### src/rtl/bus_arbiter16_pkg.sv
// Shared encodings for the two-requester bus arbiter: FSM states and MUX16 select values.
package bus_arbiter16_pkg;

  typedef enum logic [1:0] {
    IDLE  = 2'b00,
    OWN_A = 2'b01,
    OWN_B = 2'b10
  } state_t;

  localparam logic SEL_A = 1'b0;
  localparam logic SEL_B = 1'b1;

  // Ownership state that corresponds to a select/priority side.
  function automatic state_t grant_state(input logic side);
    return (side == SEL_B) ? OWN_B : OWN_A;
  endfunction

endpackage

### src/rtl/bus_arbiter16_mux16.sv
// 16-bit two-way bus multiplexer: sel=0 routes a, sel=1 routes b. Purely combinational.
module bus_arbiter16_mux16 (
  input  logic        sel,
  input  logic [15:0] a,
  input  logic [15:0] b,
  output logic [15:0] out
);

  assign out = sel ? b : a;

endmodule

### src/rtl/bus_arbiter16.sv
// Round-robin arbiter for two requesters sharing one 16-bit bus; grant/sel registered, first beat 1 cycle after req.
// Backpressure: ready=0 freezes state, beat count and grant while valid holds.
module bus_arbiter16
  import bus_arbiter16_pkg::*;
#(
  parameter int MAX_HOLD = 4,
  parameter int CNT_W    = 4
) (
  input  logic        clk,
  input  logic        reset,
  input  logic        req_a,
  input  logic [15:0] data_a,
  input  logic        last_a,
  input  logic        req_b,
  input  logic [15:0] data_b,
  input  logic        last_b,
  input  logic        ready,
  output logic        gnt_a,
  output logic        gnt_b,
  output logic        sel,
  output logic        valid,
  output logic [15:0] data_out
);

  state_t           state, state_nxt;
  logic [CNT_W-1:0] beat_cnt, cnt_nxt;
  logic             prio, prio_nxt;
  logic             own_side, own_req, own_last, oth_req;
  logic             beat, rel_beat, rel_wd;

  assign valid    = (gnt_a & req_a) | (gnt_b & req_b);
  assign beat     = valid & ready;

  assign own_side = (state == OWN_B) ? SEL_B : SEL_A;
  assign own_req  = own_side ? req_b  : req_a;
  assign own_last = own_side ? last_b : last_a;
  assign oth_req  = own_side ? req_a  : req_b;

  // Last beat and hold-limit beat collapse into a single release.
  assign rel_beat = beat & (own_last | (beat_cnt == CNT_W'(MAX_HOLD - 1)));
  assign rel_wd   = (state != IDLE) & ~own_req;

  always_comb begin
    state_nxt = state;
    cnt_nxt   = beat_cnt;
    prio_nxt  = prio;
    if (state == IDLE) begin
      if (req_a & req_b)
        state_nxt = grant_state(prio);
      else if (req_a)
        state_nxt = OWN_A;
      else if (req_b)
        state_nxt = OWN_B;
    end else if (rel_beat | rel_wd) begin
      cnt_nxt  = '0;
      prio_nxt = ~own_side;
      if (oth_req)
        state_nxt = grant_state(~own_side);
      else if (rel_beat & own_req)
        state_nxt = state;
      else
        state_nxt = IDLE;
    end else if (beat) begin
      cnt_nxt = beat_cnt + 1'b1;
    end
  end

  always_ff @(posedge clk or posedge reset) begin
    if (reset) begin
      state    <= IDLE;
      gnt_a    <= 1'b0;
      gnt_b    <= 1'b0;
      sel      <= SEL_A;
      beat_cnt <= '0;
      prio     <= SEL_A;
    end else begin
      state    <= state_nxt;
      gnt_a    <= (state_nxt == OWN_A);
      gnt_b    <= (state_nxt == OWN_B);
      if (state_nxt != IDLE)
        sel <= (state_nxt == OWN_B) ? SEL_B : SEL_A;
      beat_cnt <= cnt_nxt;
      prio     <= prio_nxt;
    end
  end

  bus_arbiter16_mux16 u_mux (
    .sel (sel),
    .a   (data_a),
    .b   (data_b),
    .out (data_out)
  );

endmodule

### config.mk
export PLATFORM = sky130hd
export DESIGN_NAME = bus_arbiter16
export DESIGN_NICKNAME = d
export VERILOG_FILES = /design/src/rtl/bus_arbiter16_pkg.sv /design/src/rtl/bus_arbiter16_mux16.sv /design/src/rtl/bus_arbiter16.sv
export SDC_FILE = /design/constraint.sdc
export NUM_CORES = 1
export LEC_CHECK = 0
export ABC_AREA = 1
export CAP_MARGIN = 20
export CORE_UTILIZATION = 34
export CTS_CLUSTER_DIAMETER = 40
export DETAILED_ROUTE_END_ITERATION = 6
export GPL_TIMING_DRIVEN = 0
export PLACE_DENSITY_LB_ADDON = 0.25
export SLEW_MARGIN = 20
export SYNTH_ARGS = -nofsm -noshare
export SYNTH_HDL_FRONTEND = slang
export SYNTH_SLANG_ARGS = --single-unit
### constraint.sdc
create_clock -name clk -period 1.7 [get_ports clk]
set_clock_uncertainty 0.15 [all_clocks]
set_input_delay 0.34 -clock clk [delete_from_list [all_inputs] [get_ports clk]]
set_output_delay 0.34 -clock clk [all_outputs]
set_load 0.01 [all_outputs]
# Word-level counts from Yosys, hierarchy flattened
# Index checks and enable logic that the tools add are counted.
# word_totals
ff_bits	10
inputBits	39
out_inout_bits	20
# op_classes
add_sub_neg	1
n_eq_ne	4
mux	17
bitwise_logic	13
n_reduce_logical	6
# op_table
cell	count
2-bit two-way mux	9
16-bit two-way mux	1
4-bit two-way mux	2
1-bit AND	7
2-bit nonzero test	3
1-bit two-way mux	5
4-bit by 1-bit adder with 4-bit output (second input constant)	1
2-bit equality test (second input constant)	2
4-bit by 2-bit equality test with 1-bit output (second input constant)	1
2-bit AND reduction	2
1-bit inverter	3
1-bit OR	3
2-bit by 1-bit equality test with 1-bit output (second input constant)	1
2-bit zero test	1

# Logic depth before layout (Yosys ltp)
# Gate-level depths: netlist (run 1).
# logic_depth
word_depth	12
ltp_mapped	11
ltp_nobuf	11

# Hierarchy
# Synthesis (run 1) repeated with hierarchy kept, for this count alone.
# unflattened
hier_cells	126
area_unflattened_um2	859.6
# modules_own_cells
mod	instances	cells_each	area_per_inst_um2
bus_arbiter16	1	74	615.6
bus_arbiter16_mux16	1	52	244.0

# Least setup slack after synthesis (run 1)
# Ideal clock, no wire load.
# synth_path
kind	reg-to-output
from	register sel
to	output data_out[10]
t_arrival_ns	1.160
path_slack_ns	0.050
path_stages_with_launch	4
path_cell_list	dfrtp_1 -> buf_2 -> buf_2 -> mux2_2
# synth_between
elab_chain_len	1
# synth_lines
element	line_no	source
from (decl)	bus_arbiter16.sv:20	output logic sel,
from (signal assigned)	bus_arbiter16.sv:81	sel <= (state_nxt == OWN_B) ? SEL_B : SEL_A;
16-bit two-way mux	bus_arbiter16_mux16.sv:9	assign out = sel ? b : a;
to (decl)	bus_arbiter16.sv:22	output logic [15:0] data_out
# No other way between the ends.

# Worst setup path after layout (run 1)
# layout_path
from	register sel
to	output data_out[8]
# The elaborated chain is that of the path after synthesis.

==> run_summary.xml, run 1 <==
<?xml version="1.0" encoding="UTF-8"?>
<metrics>
  <group name="sta">
    <metric name="period_needed" unit="ns">1.85</metric>
    <metric name="max_slew.worst_pin.slew" unit="ns">0.388</metric>
    <metric name="post-route-worst-setup-slack" unit="ns">-0.148</metric>
    <metric name="max-slew-margin-rel" unit="">0.741</metric>
    <metric name="max_freq" unit="MHz">541</metric>
    <metric name="finalSetupViolCount" unit="">16</metric>
    <metric name="grt_setup_unrepaired" unit="">yes</metric>
    <metric name="final_hold_slack" unit="ns">0.202</metric>
    <metric name="post-route-period-util" unit="">1.09</metric>
    <metric name="final-max-slew-violation-count" unit="">0</metric>
    <metric name="final_hold_viol_count" unit="">0</metric>
  </group>
  <group name="floorplan">
    <metric name="die_y" unit="microns">50.4</metric>
    <metric name="std_cell_rows" unit="">17</metric>
    <metric name="fp.dieArea" unit="sq um">2540</metric>
    <metric name="core_area" unit="sq um">2210</metric>
    <metric name="initial_utilization" unit="">0.360</metric>
    <metric name="die_w" unit="microns">50.4</metric>
    <metric name="ios" unit="">59</metric>
  </group>
  <group name="global_routing">
    <metric name="globalRouteMet1Util" unit="">0.222</metric>
    <metric name="vias_in_the_first_global_route" unit="">944</metric>
    <metric name="globalRouteTotalUtil" unit="">0.208</metric>
    <metric name="global_route.usage.met2" unit="">0.396</metric>
    <metric name="globalRouteOverflowTotal" unit="">0</metric>
    <metric name="grt_most_used_layer" unit="">met2</metric>
    <metric name="grt_antenna_before_repair" unit="">0</metric>
    <metric name="globalRouteMet3Util" unit="">0.0303</metric>
    <metric name="grt_start_max_net_pins" unit="">11</metric>
    <metric name="grt_first_pass_wirelength" unit="microns">3940</metric>
  </group>
  <group name="power">
    <metric name="power_frac_clock" unit="">0.085</metric>
    <metric name="combinationalPowerShare" unit="">0.741</metric>
    <metric name="swShare" unit="">0.411</metric>
    <metric name="p_seq_frac" unit="">0.174</metric>
    <metric name="total_leakage_power" unit="nW">0.830</metric>
    <metric name="peakVddDrop" unit="V">0.000879</metric>
    <metric name="total_switching_power" unit="mW">1.03</metric>
    <metric name="cellPowerDensity" unit="nW/um^2">1530</metric>
    <metric name="internal-power" unit="mW">1.48</metric>
  </group>
  <group name="logic_synthesis">
    <metric name="asyncSetResetFlopFracSynth" unit="">1.00</metric>
    <metric name="warnings_from_yosys" unit="">0</metric>
    <metric name="post_synth_inst_count" unit="">95</metric>
    <metric name="syn-mean-instance-area" unit="sq um">8.39</metric>
    <metric name="ys_top_cells_by_area" unit="">sky130_fd_sc_hd__dfrtp_1 (31%), sky130_fd_sc_hd__mux2_2 (23%), sky130_fd_sc_hd__nand2_1 (8.9%)</metric>
    <metric name="synth.top_cell.area_share" unit="">0.314</metric>
    <metric name="total_of_flip_flops_plus_latches_after_synthesis" unit="">10</metric>
    <metric name="number_of_flops_mapped_to_enable_cells_by_yosys" unit="">0</metric>
    <metric name="yosysTopAreaCell" unit="">sky130_fd_sc_hd__dfrtp_1</metric>
    <metric name="yosys_most_used_dff" unit="">sky130_fd_sc_hd__dfrtp_1</metric>
    <metric name="ys_top_cells_by_count" unit="">sky130_fd_sc_hd__nand2_1 (19), sky130_fd_sc_hd__mux2_2 (16), sky130_fd_sc_hd__dfrtp_1 (10)</metric>
    <metric name="yosysSeqAreaShare" unit="">0.314</metric>
    <metric name="postSynthNetCount" unit="">135</metric>
    <metric name="synth_most_common_cell" unit="">sky130_fd_sc_hd__nand2_1</metric>
    <metric name="netlist_area" unit="sq um">797</metric>
    <metric name="yosys.cell_types.count" unit="">22</metric>
  </group>
  <group name="layout">
    <metric name="fillers" unit="">156</metric>
    <metric name="post_route_cells_drive_above_1_share" unit="">0.402</metric>
    <metric name="area.growth.synth_to_final" unit="%">106</metric>
    <metric name="antenna_cells_inserted" unit="">0</metric>
    <metric name="finalNetCount" unit="">205</metric>
  </group>
  <group name="placed_design">
    <metric name="preCtsSetupSlack" unit="ns">-0.455</metric>
    <metric name="dp.final_hpwl" unit="microns">1900</metric>
    <metric name="routabilityCongestion" unit="">0.876</metric>
    <metric name="placement.io_buffers" unit="">58</metric>
  </group>
  <group name="setup_path">
    <metric name="critical_path_peak_fanout" unit="">5</metric>
    <metric name="worstRegToRegCells" unit="">11</metric>
    <metric name="regToRegSetupSlack" unit="ns">0.06</metric>
    <metric name="critPathArrivalTime" unit="ns">1.36</metric>
    <metric name="critical-path-slowest-cell" unit="">sky130_fd_sc_hd__dfrtp_1</metric>
    <metric name="worst_ep_required" unit="ns">1.21</metric>
    <metric name="cpMostUsedCell" unit="">sky130_fd_sc_hd__buf_6</metric>
    <metric name="startpoint_type" unit="">flop</metric>
    <metric name="regToRegStartpoint" unit="">state[0]</metric>
    <metric name="regToRegEndpoint" unit="">gnt_b</metric>
    <metric name="timing.setup.critical_path_class" unit="">reg -&gt; out</metric>
    <metric name="crit_chain" unit="">buf_6 &gt; buf_16 &gt; mux2_4 &gt; buf_6</metric>
    <metric name="critical_path.endpoint_type" unit="">output port</metric>
    <metric name="cp_slowest_stage_delay" unit="ns">0.39</metric>
  </group>
  <group name="route">
    <metric name="route.vias.total" unit="">960</metric>
    <metric name="final_wl" unit="microns">2900</metric>
    <metric name="drc_errors" unit="">2</metric>
    <metric name="final_antenna_net_count" unit="">0</metric>
    <metric name="drt-initial-drc-count" unit="">15</metric>
    <metric name="firstDrtPassIters" unit="">6</metric>
    <metric name="avgRoutedWirePerCell" unit="microns">15.1</metric>
    <metric name="detail_route.vias_per_cell" unit="">5.00</metric>
  </group>
  <group name="outcome">
    <metric name="outcome" unit="">finished with violations</metric>
    <metric name="failed_checks" unit="">design-rule violations, negative setup slack</metric>
  </group>
  <group name="cts">
    <metric name="cts_inserted_buffers" unit="">3</metric>
    <metric name="tritoncts_num_sinks" unit="">10</metric>
    <metric name="clock_tree.root_cell" unit="">sky130_fd_sc_hd__clkbuf_4</metric>
    <metric name="worstSkewPairLatency" unit="ns">0.26</metric>
    <metric name="clock_tree.buffer_depth" unit="">2</metric>
    <metric name="clk_transition_reported_paths" unit="ns">0.07</metric>
    <metric name="tritoncts_clock_tree" unit="">built</metric>
    <metric name="cts_max_level" unit="">1</metric>
  </group>
  <group name="job">
    <metric name="max_cap_viol_count" unit="">0</metric>
  </group>
  <group name="min_path">
    <metric name="hp-class" unit="">in -&gt; async</metric>
  </group>
</metrics>
worst max path at each step:
stage / from / endpoint / slack [ns] / cells past startpoint
after floorplan: sel / data_out[10] / 0.05 / 3
after detailed placement: req_b / valid / -0.45 / 4
after CTS: sel / data_out[0] / -0.14 / 4
after global placement: sel / data_out[14] / -0.43 / 4
final: sel / data_out[8] / -0.15 / 4
after global routing: sel / data_out[6] / -0.19 / 4
power groups by stage:
stage	clock, mW	sequential [mW]	combinational (mW)
floorplan	0	0.427	0.864
global placement	0	0.424	1.37
detailed placement	0	0.432	1.39
CTS	0.216	0.432	1.60
global route	0.229	0.447	1.99
finish	0.214	0.437	1.86
worst max-delay path: cells and delay by family, from the launching register on:
kind | cells | cell delay [ns]
buffers and inverters | 3 | 0.39
flip-flops | 1 | 0.39
multiplexers | 1 | 0.31
layer usage:
metal	wire length, microns	part of all wire
met5	0	0
met4	21	0.0072
met3	208	0.072
met2	1530	0.53
met1	1140	0.39
stage by stage:
step	instances	util	power, mW	instance area (sq um)	TNS (ns)
5_1_grt	192	0.744	2.67	1650	-3.04
3_5_place_dp	181	0.639	1.82	1410	-9.19
3_3_place_gp	181	0.639	1.79	1410	-8.25
2_1_floorplan	95	-	1.29	797	0
4_1_cts	188	0.689	2.24	1530	-2.14
6_report	192	0.744	2.51	1650	-2.15
state kept, by name, summed over array words and instances (netlist names):
signal and flops:
beat_cnt 4, gnt_a 1, gnt_b 1, prio 1
sel 1, state 2
cells by family (layout without fill, tap and decap cells):
kind of cell	Yosys count	in the layout	synth area share
flops	10	10	0.314
fa+ha+maj	1	1	0.0157
xor+xnor	1	1	0.0110
simple gates	45	45	0.292
mux	17	17	0.239
buf+inv	13	82	0.0644
compound gates	8	8	0.0644
what timing repair did:
item	CTS	global route
gates cloned	1	0
hold endpoints to repair	0	0
hold buffers	0	0
endpoints found under the setup margin	23	23
pin swaps	0	2
gates resized for setup	94	23
setup buffers	2	4
cell type report:
cell class,count,area [sq um],area share
inverters,11,41.3,0.0251
repair buffers,65,687,0.417
flip-flops and latches,10,250,0.152
plain buffers,2,26.3,0.0160
clock buffers,4,36.3,0.0221
multi-input cells,72,569,0.346
well taps,28,35.0,0.0213
cell usage in the layout (no fill, tap or decap):
master	synthesis	layout
sky130_fd_sc_hd__nand3_1	7	7
sky130_fd_sc_hd__nor2_1	5	5
sky130_fd_sc_hd__nand4_1	1	1
sky130_fd_sc_hd__clkdlybuf4s15_2	0	2
sky130_fd_sc_hd__a21boi_2	1	1
sky130_fd_sc_hd__dfrtp_1	10	10
sky130_fd_sc_hd__o2111ai_1	1	1
sky130_fd_sc_hd__ha_2	0	1
sky130_fd_sc_hd__nand2_1	19	18
sky130_fd_sc_hd__mux2i_1	1	1
sky130_fd_sc_hd__nor2_2	2	2
sky130_fd_sc_hd__inv_1	9	9
sky130_fd_sc_hd__o21ai_0	1	1
sky130_fd_sc_hd__a21oi_2	0	1
sky130_fd_sc_hd__nand2_2	8	8
sky130_fd_sc_hd__inv_2	2	2
sky130_fd_sc_hd__buf_16	0	1
sky130_fd_sc_hd__xor2_1	1	1
sky130_fd_sc_hd__clkdlybuf4s50_1	0	37
sky130_fd_sc_hd__dlygate4sd2_1	0	1
sky130_fd_sc_hd__buf_6	0	19
sky130_fd_sc_hd__nand3_2	1	1
sky130_fd_sc_hd__nand3_4	1	1
sky130_fd_sc_hd__nand2_4	1	2
sky130_fd_sc_hd__clkbuf_8	0	1
sky130_fd_sc_hd__clkbuf_4	0	3
sky130_fd_sc_hd__buf_4	0	4
sky130_fd_sc_hd__dlymetal6s2s_1	0	2
sky130_fd_sc_hd__mux2_4	0	16
sky130_fd_sc_hd__o22ai_1	1	1
sky130_fd_sc_hd__a21oi_1	4	3
sky130_fd_sc_hd__buf_8	0	1
Note: power is estimated with default switching activity, not from simulation.
==> inputs of run 2 (changes only) <==
- CORE_ASPECT_RATIO: unset -> 1.75
- CORE_UTILIZATION: 34 -> 35
- MAX_ROUTING_LAYER: unset -> met4
- SYNTH_HIERARCHICAL: unset -> 1
==> run_summary.xml, run 2 <==
<?xml version="1.0" encoding="UTF-8"?>
<metrics>
  <group name="placed_design">
    <metric name="placement.io_buffers" unit="">58</metric>
    <metric name="dp.final_hpwl" unit="microns">2020</metric>
    <metric name="postPlaceCellArea" unit="sq um">1470</metric>
    <metric name="routabilityCongestion" unit="">0.710</metric>
  </group>
  <group name="setup_path">
    <metric name="critPathBufInv" unit="">1</metric>
    <metric name="critical_path.endpoint_type" unit="">output port</metric>
    <metric name="startpoint_type" unit="">flop</metric>
    <metric name="critPathArrivalTime" unit="ns">1.16</metric>
    <metric name="crit_chain" unit="">clkdlybuf4s50_1</metric>
    <metric name="regToRegSetupSlack" unit="ns">0.08</metric>
    <metric name="critical-path-slowest-cell" unit="">sky130_fd_sc_hd__clkdlybuf4s50_1</metric>
    <metric name="cp_top_delay_family" unit="">buffers and inverters</metric>
    <metric name="cp_slowest_stage_delay" unit="ns">0.56</metric>
    <metric name="worst_ep_required" unit="ns">1.21</metric>
    <metric name="critical_path_peak_fanout" unit="">2</metric>
    <metric name="timing.setup.critical_path_class" unit="">reg -&gt; out</metric>
  </group>
  <group name="outcome">
    <metric name="outcome" unit="">complete, no violations</metric>
  </group>
  <group name="floorplan">
    <metric name="ios" unit="">59</metric>
    <metric name="fp.dieArea" unit="sq um">2670</metric>
    <metric name="initial_utilization" unit="">0.373</metric>
    <metric name="std_cell_rows" unit="">23</metric>
    <metric name="core_area" unit="sq um">2300</metric>
    <metric name="die_w" unit="microns">39.5</metric>
    <metric name="die_y" unit="microns">67.6</metric>
  </group>
  <group name="layout">
    <metric name="area.growth.synth_to_final" unit="%">79.3</metric>
    <metric name="fin_area" unit="sq um">1540</metric>
    <metric name="layout_top_registers" unit="">beat_cnt (4), state (2)</metric>
    <metric name="top_register" unit="">beat_cnt</metric>
    <metric name="largest_register_ffs" unit="">4</metric>
    <metric name="layout.cells.most_common_list" unit="">sky130_fd_sc_hd__nand2_1 (56), sky130_fd_sc_hd__clkdlybuf4s50_1 (38), sky130_fd_sc_hd__nand2_2 (16)</metric>
    <metric name="antenna_cells_inserted" unit="">0</metric>
    <metric name="final_util" unit="">0.670</metric>
    <metric name="layout_commonest_cell" unit="">sky130_fd_sc_hd__nand2_1</metric>
    <metric name="finalNetCount" unit="">235</metric>
    <metric name="post_route_cells_drive_above_1_share" unit="">0.304</metric>
    <metric name="fillers" unit="">199</metric>
  </group>
  <group name="cts">
    <metric name="tritoncts_num_sinks" unit="">10</metric>
    <metric name="cts_max_level" unit="">1</metric>
    <metric name="clock_tree.buffer_depth" unit="">2</metric>
    <metric name="post_cts_hold_buffer_count" unit="">0</metric>
    <metric name="clock_tree.root_cell" unit="">sky130_fd_sc_hd__clkbuf_8</metric>
    <metric name="clk_transition_reported_paths" unit="ns">0.04</metric>
    <metric name="worstSkewPairLatency" unit="ns">0.23</metric>
    <metric name="cts_inserted_buffers" unit="">3</metric>
    <metric name="tritoncts_clock_tree" unit="">built</metric>
  </group>
  <group name="global_routing">
    <metric name="vias_in_the_first_global_route" unit="">971</metric>
    <metric name="global_route.usage.met2" unit="">0.383</metric>
    <metric name="grt_start_max_net_pins" unit="">11</metric>
    <metric name="globalRouteMet3Util" unit="">0.0789</metric>
    <metric name="globalRouteOverflowTotal" unit="">0</metric>
    <metric name="grt_antenna_before_repair" unit="">0</metric>
    <metric name="globalRouteTotalUtil" unit="">0.215</metric>
    <metric name="grt_first_pass_wirelength" unit="microns">3890</metric>
    <metric name="globalRouteMet1Util" unit="">0.172</metric>
    <metric name="grt_most_used_layer" unit="">met2</metric>
  </group>
  <group name="job">
    <metric name="max_cap_viol_count" unit="">0</metric>
  </group>
  <group name="route">
    <metric name="drt-initial-drc-count" unit="">18</metric>
    <metric name="route.vias.total" unit="">1050</metric>
    <metric name="final_antenna_net_count" unit="">0</metric>
    <metric name="drc_errors" unit="">0</metric>
    <metric name="detail_route.vias_per_cell" unit="">4.79</metric>
    <metric name="final_wl" unit="microns">2580</metric>
    <metric name="firstDrtPassIters" unit="">4</metric>
    <metric name="avgRoutedWirePerCell" unit="microns">11.8</metric>
  </group>
  <group name="sta">
    <metric name="final-max-slew-violation-count" unit="">0</metric>
    <metric name="final_hold_viol_count" unit="">0</metric>
    <metric name="finalSetupViolCount" unit="">0</metric>
    <metric name="post-route-period-util" unit="">0.972</metric>
    <metric name="max_freq" unit="MHz">605</metric>
    <metric name="max_slew.worst_pin.slew" unit="ns">0.358</metric>
    <metric name="max-slew-margin-rel" unit="">0.761</metric>
    <metric name="grt_setup_unrepaired" unit="">yes</metric>
    <metric name="period_needed" unit="ns">1.65</metric>
  </group>
  <group name="logic_synthesis">
    <metric name="yosysSeqAreaShare" unit="">0.291</metric>
    <metric name="synth_most_common_cell" unit="">sky130_fd_sc_hd__nand2_1</metric>
    <metric name="synth.top_cell.area_share" unit="">0.291</metric>
    <metric name="ys_top_cells_by_area" unit="">sky130_fd_sc_hd__dfrtp_1 (29%), sky130_fd_sc_hd__nand2_1 (26%), sky130_fd_sc_hd__nand2_2 (8.7%)</metric>
    <metric name="number_of_flops_mapped_to_enable_cells_by_yosys" unit="">0</metric>
    <metric name="total_of_flip_flops_plus_latches_after_synthesis" unit="">10</metric>
    <metric name="netlist_area" unit="sq um">860</metric>
    <metric name="yosysTopAreaCell" unit="">sky130_fd_sc_hd__dfrtp_1</metric>
    <metric name="warnings_from_yosys" unit="">6</metric>
    <metric name="yosys_most_used_dff" unit="">sky130_fd_sc_hd__dfrtp_1</metric>
    <metric name="post_synth_inst_count" unit="">126</metric>
    <metric name="postSynthNetCount" unit="">166</metric>
    <metric name="yosys.cell_types.count" unit="">23</metric>
    <metric name="syn-mean-instance-area" unit="sq um">6.82</metric>
    <metric name="ys_top_cells_by_count" unit="">sky130_fd_sc_hd__nand2_1 (60), sky130_fd_sc_hd__nand2_2 (12), sky130_fd_sc_hd__dfrtp_1 (10)</metric>
    <metric name="asyncSetResetFlopFracSynth" unit="">1.00</metric>
  </group>
  <group name="min_path">
    <metric name="hp-class" unit="">in -&gt; async</metric>
  </group>
  <group name="power">
    <metric name="peakVddDrop" unit="V">0.00107</metric>
    <metric name="total_leakage_power" unit="nW">0.809</metric>
    <metric name="cellPowerDensity" unit="nW/um^2">1540</metric>
  </group>
</metrics>
[run 2: repair_timing]
item,in CTS,in global routing
gates cloned,1,0
hold endpoints to repair,0,0
endpoints found under the setup margin,27,19
resized for setup,75,8
pin swaps,0,3
setup buffers,3,2
[run 2: final timing paths]
kind | cells after the start | start | to
max | 1 | gnt_b | gnt_b
min | 2 | reset | prio
max reg2reg | 7 | beat_cnt[0] | beat_cnt[3]
min reg2reg | 2 | beat_cnt[1] | beat_cnt[1]
max in group asynchronous | 2 | reset | gnt_b
min in group clk | 2 | beat_cnt[1] | beat_cnt[1]
[run 2: cell families after synthesis]
family	count (synthesis)	synth area share
fa+ha+maj	1	0.0146
compound gates	10	0.0873
xor+xnor	2	0.0204
buf+inv	15	0.108
flops	10	0.291
simple gates	88	0.479
[run 2: where the power goes]
group / leakage [nW] / switching (mW) / internal, mW
logic: 0.652 / 0.899 / 0.774
registers: 0.128 / 0.0816 / 0.339
clock network: 0.0288 / 0.0838 / 0.203
total: 0.809 / 1.06 / 1.32
[run 2: per-layer routing]
| metal | routed length [microns] | vias to the layer above |
|---|---|---|
| met2 | 1270 | 66 |
| li1 | - | 526 |
| met1 | 766 | 448 |
| met3 | 453 | 10 |
| met4 | 98 | 0 |
| met5 | 0 | - |
[run 2: metrics by stage]
stage	power [mW]	setup TNS (ns)	hold slack (ns)	worst slack, ns	instances
after floorplan	1.39	0	0.0302	0.211	126
after global placement	2.00	-6.76	0.350	-0.409	209
after detailed placement	2.04	-7.19	0.378	-0.429	209
after CTS	2.32	0	0.230	0.0385	217
after global routing	2.58	-0.123	0.265	-0.0246	219
final	2.38	0	0.225	0.0469	219
[run 2: cell type report]
| class | instances | area (sq um) | share of cell area |
|---|---|---|---|
| multi-input cells | 101 | 534 | 0.347 |
| repair buffers | 64 | 576 | 0.373 |
| plain buffers | 3 | 42.5 | 0.0276 |
| well taps | 25 | 31.3 | 0.0203 |
| flip-flops and latches | 10 | 250 | 0.162 |
| clock buffers | 4 | 55.1 | 0.0357 |
| inverters | 12 | 52.6 | 0.0341 |
==> inputs of run 3 (changes only) <==
- CORE_UTILIZATION: 35 -> 30
- REMOVE_ABC_BUFFERS: unset -> 1
- clock period: 1.7 -> 2.14 ns (I/O delays scaled with it)
==> run_summary.xml, run 3 (synthesized netlist as in run 2, its figures left out) <==
<?xml version="1.0" encoding="UTF-8"?>
<metrics>
  <group name="placed_design">
    <metric name="placement.io_buffers" unit="">58</metric>
    <metric name="number_of_placed_instances_with_taps_included" unit="">208</metric>
    <metric name="dp.final_hpwl" unit="microns">1950</metric>
    <metric name="routabilityCongestion" unit="">0.789</metric>
    <metric name="preCtsSetupSlack" unit="ns">-0.176</metric>
  </group>
  <group name="power">
    <metric name="design_power_total" unit="mW">1.77</metric>
    <metric name="internal-power" unit="mW">0.969</metric>
    <metric name="power_frac_clock" unit="">0.111</metric>
    <metric name="cellPowerDensity" unit="nW/um^2">1160</metric>
    <metric name="total_leakage_power" unit="nW">0.839</metric>
    <metric name="swShare" unit="">0.453</metric>
    <metric name="combinationalPowerShare" unit="">0.683</metric>
    <metric name="p_seq_frac" unit="">0.207</metric>
    <metric name="total_switching_power" unit="mW">0.802</metric>
    <metric name="peakVddDrop" unit="V">0.000769</metric>
  </group>
  <group name="sta">
    <metric name="post-route-period-util" unit="">0.988</metric>
    <metric name="finalSetupViolCount" unit="">0</metric>
    <metric name="tns" unit="ns">0</metric>
    <metric name="max_slew.worst_pin.slew" unit="ns">0.408</metric>
    <metric name="final_hold_viol_count" unit="">0</metric>
    <metric name="max_freq" unit="MHz">473</metric>
    <metric name="period_needed" unit="ns">2.11</metric>
    <metric name="post-route-worst-setup-slack" unit="ns">0.0253</metric>
    <metric name="final-max-slew-violation-count" unit="">0</metric>
    <metric name="max-slew-margin-rel" unit="">0.728</metric>
  </group>
  <group name="setup_path">
    <metric name="worstRegToRegCells" unit="">8</metric>
    <metric name="regToRegStartpoint" unit="">beat_cnt[0]</metric>
    <metric name="critical_path_peak_fanout" unit="">1</metric>
    <metric name="critPathArrivalTime" unit="ns">1.54</metric>
    <metric name="startpoint_type" unit="">input pin</metric>
    <metric name="worst_ep_required" unit="ns">1.56</metric>
    <metric name="critical_path.endpoint_type" unit="">output port</metric>
    <metric name="timing.setup.critical_path_class" unit="">in -&gt; out</metric>
    <metric name="startpoint" unit="">data_a[3]</metric>
  </group>
  <group name="floorplan">
    <metric name="ios" unit="">59</metric>
    <metric name="initial_utilization" unit="">0.316</metric>
    <metric name="die_y" unit="microns">72.8</metric>
    <metric name="core_area" unit="sq um">2720</metric>
    <metric name="std_cell_rows" unit="">25</metric>
    <metric name="fp.dieArea" unit="sq um">3090</metric>
    <metric name="die_w" unit="microns">42.5</metric>
  </group>
  <group name="cts">
    <metric name="worstSkewPairLatency" unit="ns">0.24</metric>
    <metric name="cts_inserted_buffers" unit="">3</metric>
    <metric name="tritoncts_clock_tree" unit="">built</metric>
    <metric name="post_cts_hold_buffer_count" unit="">0</metric>
    <metric name="clock_tree.root_cell" unit="">sky130_fd_sc_hd__clkbuf_8</metric>
    <metric name="cts_max_level" unit="">1</metric>
    <metric name="clock_tree.buffer_depth" unit="">2</metric>
    <metric name="tritoncts_num_sinks" unit="">10</metric>
    <metric name="clk_transition_reported_paths" unit="ns">0.05</metric>
  </group>
  <group name="layout">
    <metric name="post_route_cells_drive_above_1_share" unit="">0.160</metric>
    <metric name="layout_top_registers" unit="">beat_cnt (4), state (2)</metric>
    <metric name="layout.cells.most_common_list" unit="">sky130_fd_sc_hd__nand2_1 (60), sky130_fd_sc_hd__clkdlybuf4s50_1 (47), sky130_fd_sc_hd__nand2_2 (12)</metric>
    <metric name="largest_register_ffs" unit="">4</metric>
    <metric name="final_util" unit="">0.562</metric>
    <metric name="finalNetCount" unit="">229</metric>
    <metric name="antenna_cells_inserted" unit="">0</metric>
    <metric name="layout_commonest_cell" unit="">sky130_fd_sc_hd__nand2_1</metric>
    <metric name="area.growth.synth_to_final" unit="%">78.0</metric>
    <metric name="top_register" unit="">beat_cnt</metric>
    <metric name="finalNonFillerCells" unit="">214</metric>
  </group>
  <group name="job">
    <metric name="max_cap_viol_count" unit="">0</metric>
  </group>
  <group name="global_routing">
    <metric name="globalRouteMet1Util" unit="">0.168</metric>
    <metric name="globalRouteMet3Util" unit="">0.0371</metric>
    <metric name="globalRouteOverflowTotal" unit="">0</metric>
    <metric name="globalRouteTotalUtil" unit="">0.174</metric>
    <metric name="grt_antenna_before_repair" unit="">0</metric>
    <metric name="grt_start_max_net_pins" unit="">17</metric>
    <metric name="grt_first_pass_wirelength" unit="microns">4080</metric>
    <metric name="global_route.usage.met2" unit="">0.313</metric>
    <metric name="vias_in_the_first_global_route" unit="">967</metric>
    <metric name="grt_most_used_layer" unit="">met2</metric>
  </group>
  <group name="route">
    <metric name="final_wl" unit="microns">2570</metric>
    <metric name="detail_route.vias_per_cell" unit="">4.91</metric>
    <metric name="avgRoutedWirePerCell" unit="microns">12.0</metric>
    <metric name="route.vias.total" unit="">1050</metric>
    <metric name="drc_errors" unit="">0</metric>
    <metric name="final_antenna_net_count" unit="">0</metric>
    <metric name="drt-initial-drc-count" unit="">23</metric>
    <metric name="firstDrtPassIters" unit="">4</metric>
  </group>
  <group name="min_path">
    <metric name="hp-class" unit="">in -&gt; async</metric>
  </group>
  <group name="outcome">
    <metric name="outcome" unit="">complete, no violations</metric>
  </group>
</metrics>
-- run 3: per-layer routing --
layer | wire (microns) | vias up | part of all wire
met5 | 0 | - | 0
met1 | 935 | 463 | 0.36
met2 | 1280 | 64 | 0.50
li1 | - | 514 | -
met4 | 59 | 0 | 0.023
met3 | 300 | 9 | 0.12
-- run 3: what timing repair did --
item                                    CTS  global route
endpoints found under the setup margin   18            15
resized for setup                         5            11
endpoints found under the hold margin     0             0
buffers inserted                          3             0
-- run 3: area by class of cell --
class,instances,area (sq um)
timing repair buffer,61,627
clock buffer,3,41.3
fill,238,1190
sequential,10,254
inverter,12,57.6
multi-input combinational,101,517
tap,27,33.8
-- run 3: worst paths after layout --
path	endpoint	slack (ns)
max	data_out[3]	0.03
min	gnt_a	0.33
max reg2reg	beat_cnt[2]	0.47
min reg2reg	beat_cnt[0]	0.37
max in group asynchronous	sel	1.19
min in group clk	beat_cnt[0]	0.37
-- run 3: critical path, cell delays in order --
cell,delay (ns)
sky130_fd_sc_hd__clkdlybuf4s50_1,0.47
sky130_fd_sc_hd__nand2_1,0.06
sky130_fd_sc_hd__nand2_1,0.05
sky130_fd_sc_hd__clkdlybuf4s50_1,0.52
-- run 3: per-stage QoR --
stage | cell area, sq um | hold WS [ns]
finish | 1530 | 0.328
detailed placement | 1430 | 0.371
CTS | 1500 | 0.345
global placement | 1430 | 0.348
floorplan | 817 | 0.118
global route | 1530 | 0.385
-- run 3: power groups by stage --
stage / combinational, mW / clock [mW] / sequential, mW
2_1_floorplan: 0.646 / 0 / 0.372
3_3_place_gp: 1.11 / 0 / 0.384
3_5_place_dp: 1.14 / 0 / 0.388
4_1_cts: 1.23 / 0.199 / 0.362
5_1_grt: 1.33 / 0.208 / 0.373
6_report: 1.21 / 0.196 / 0.366
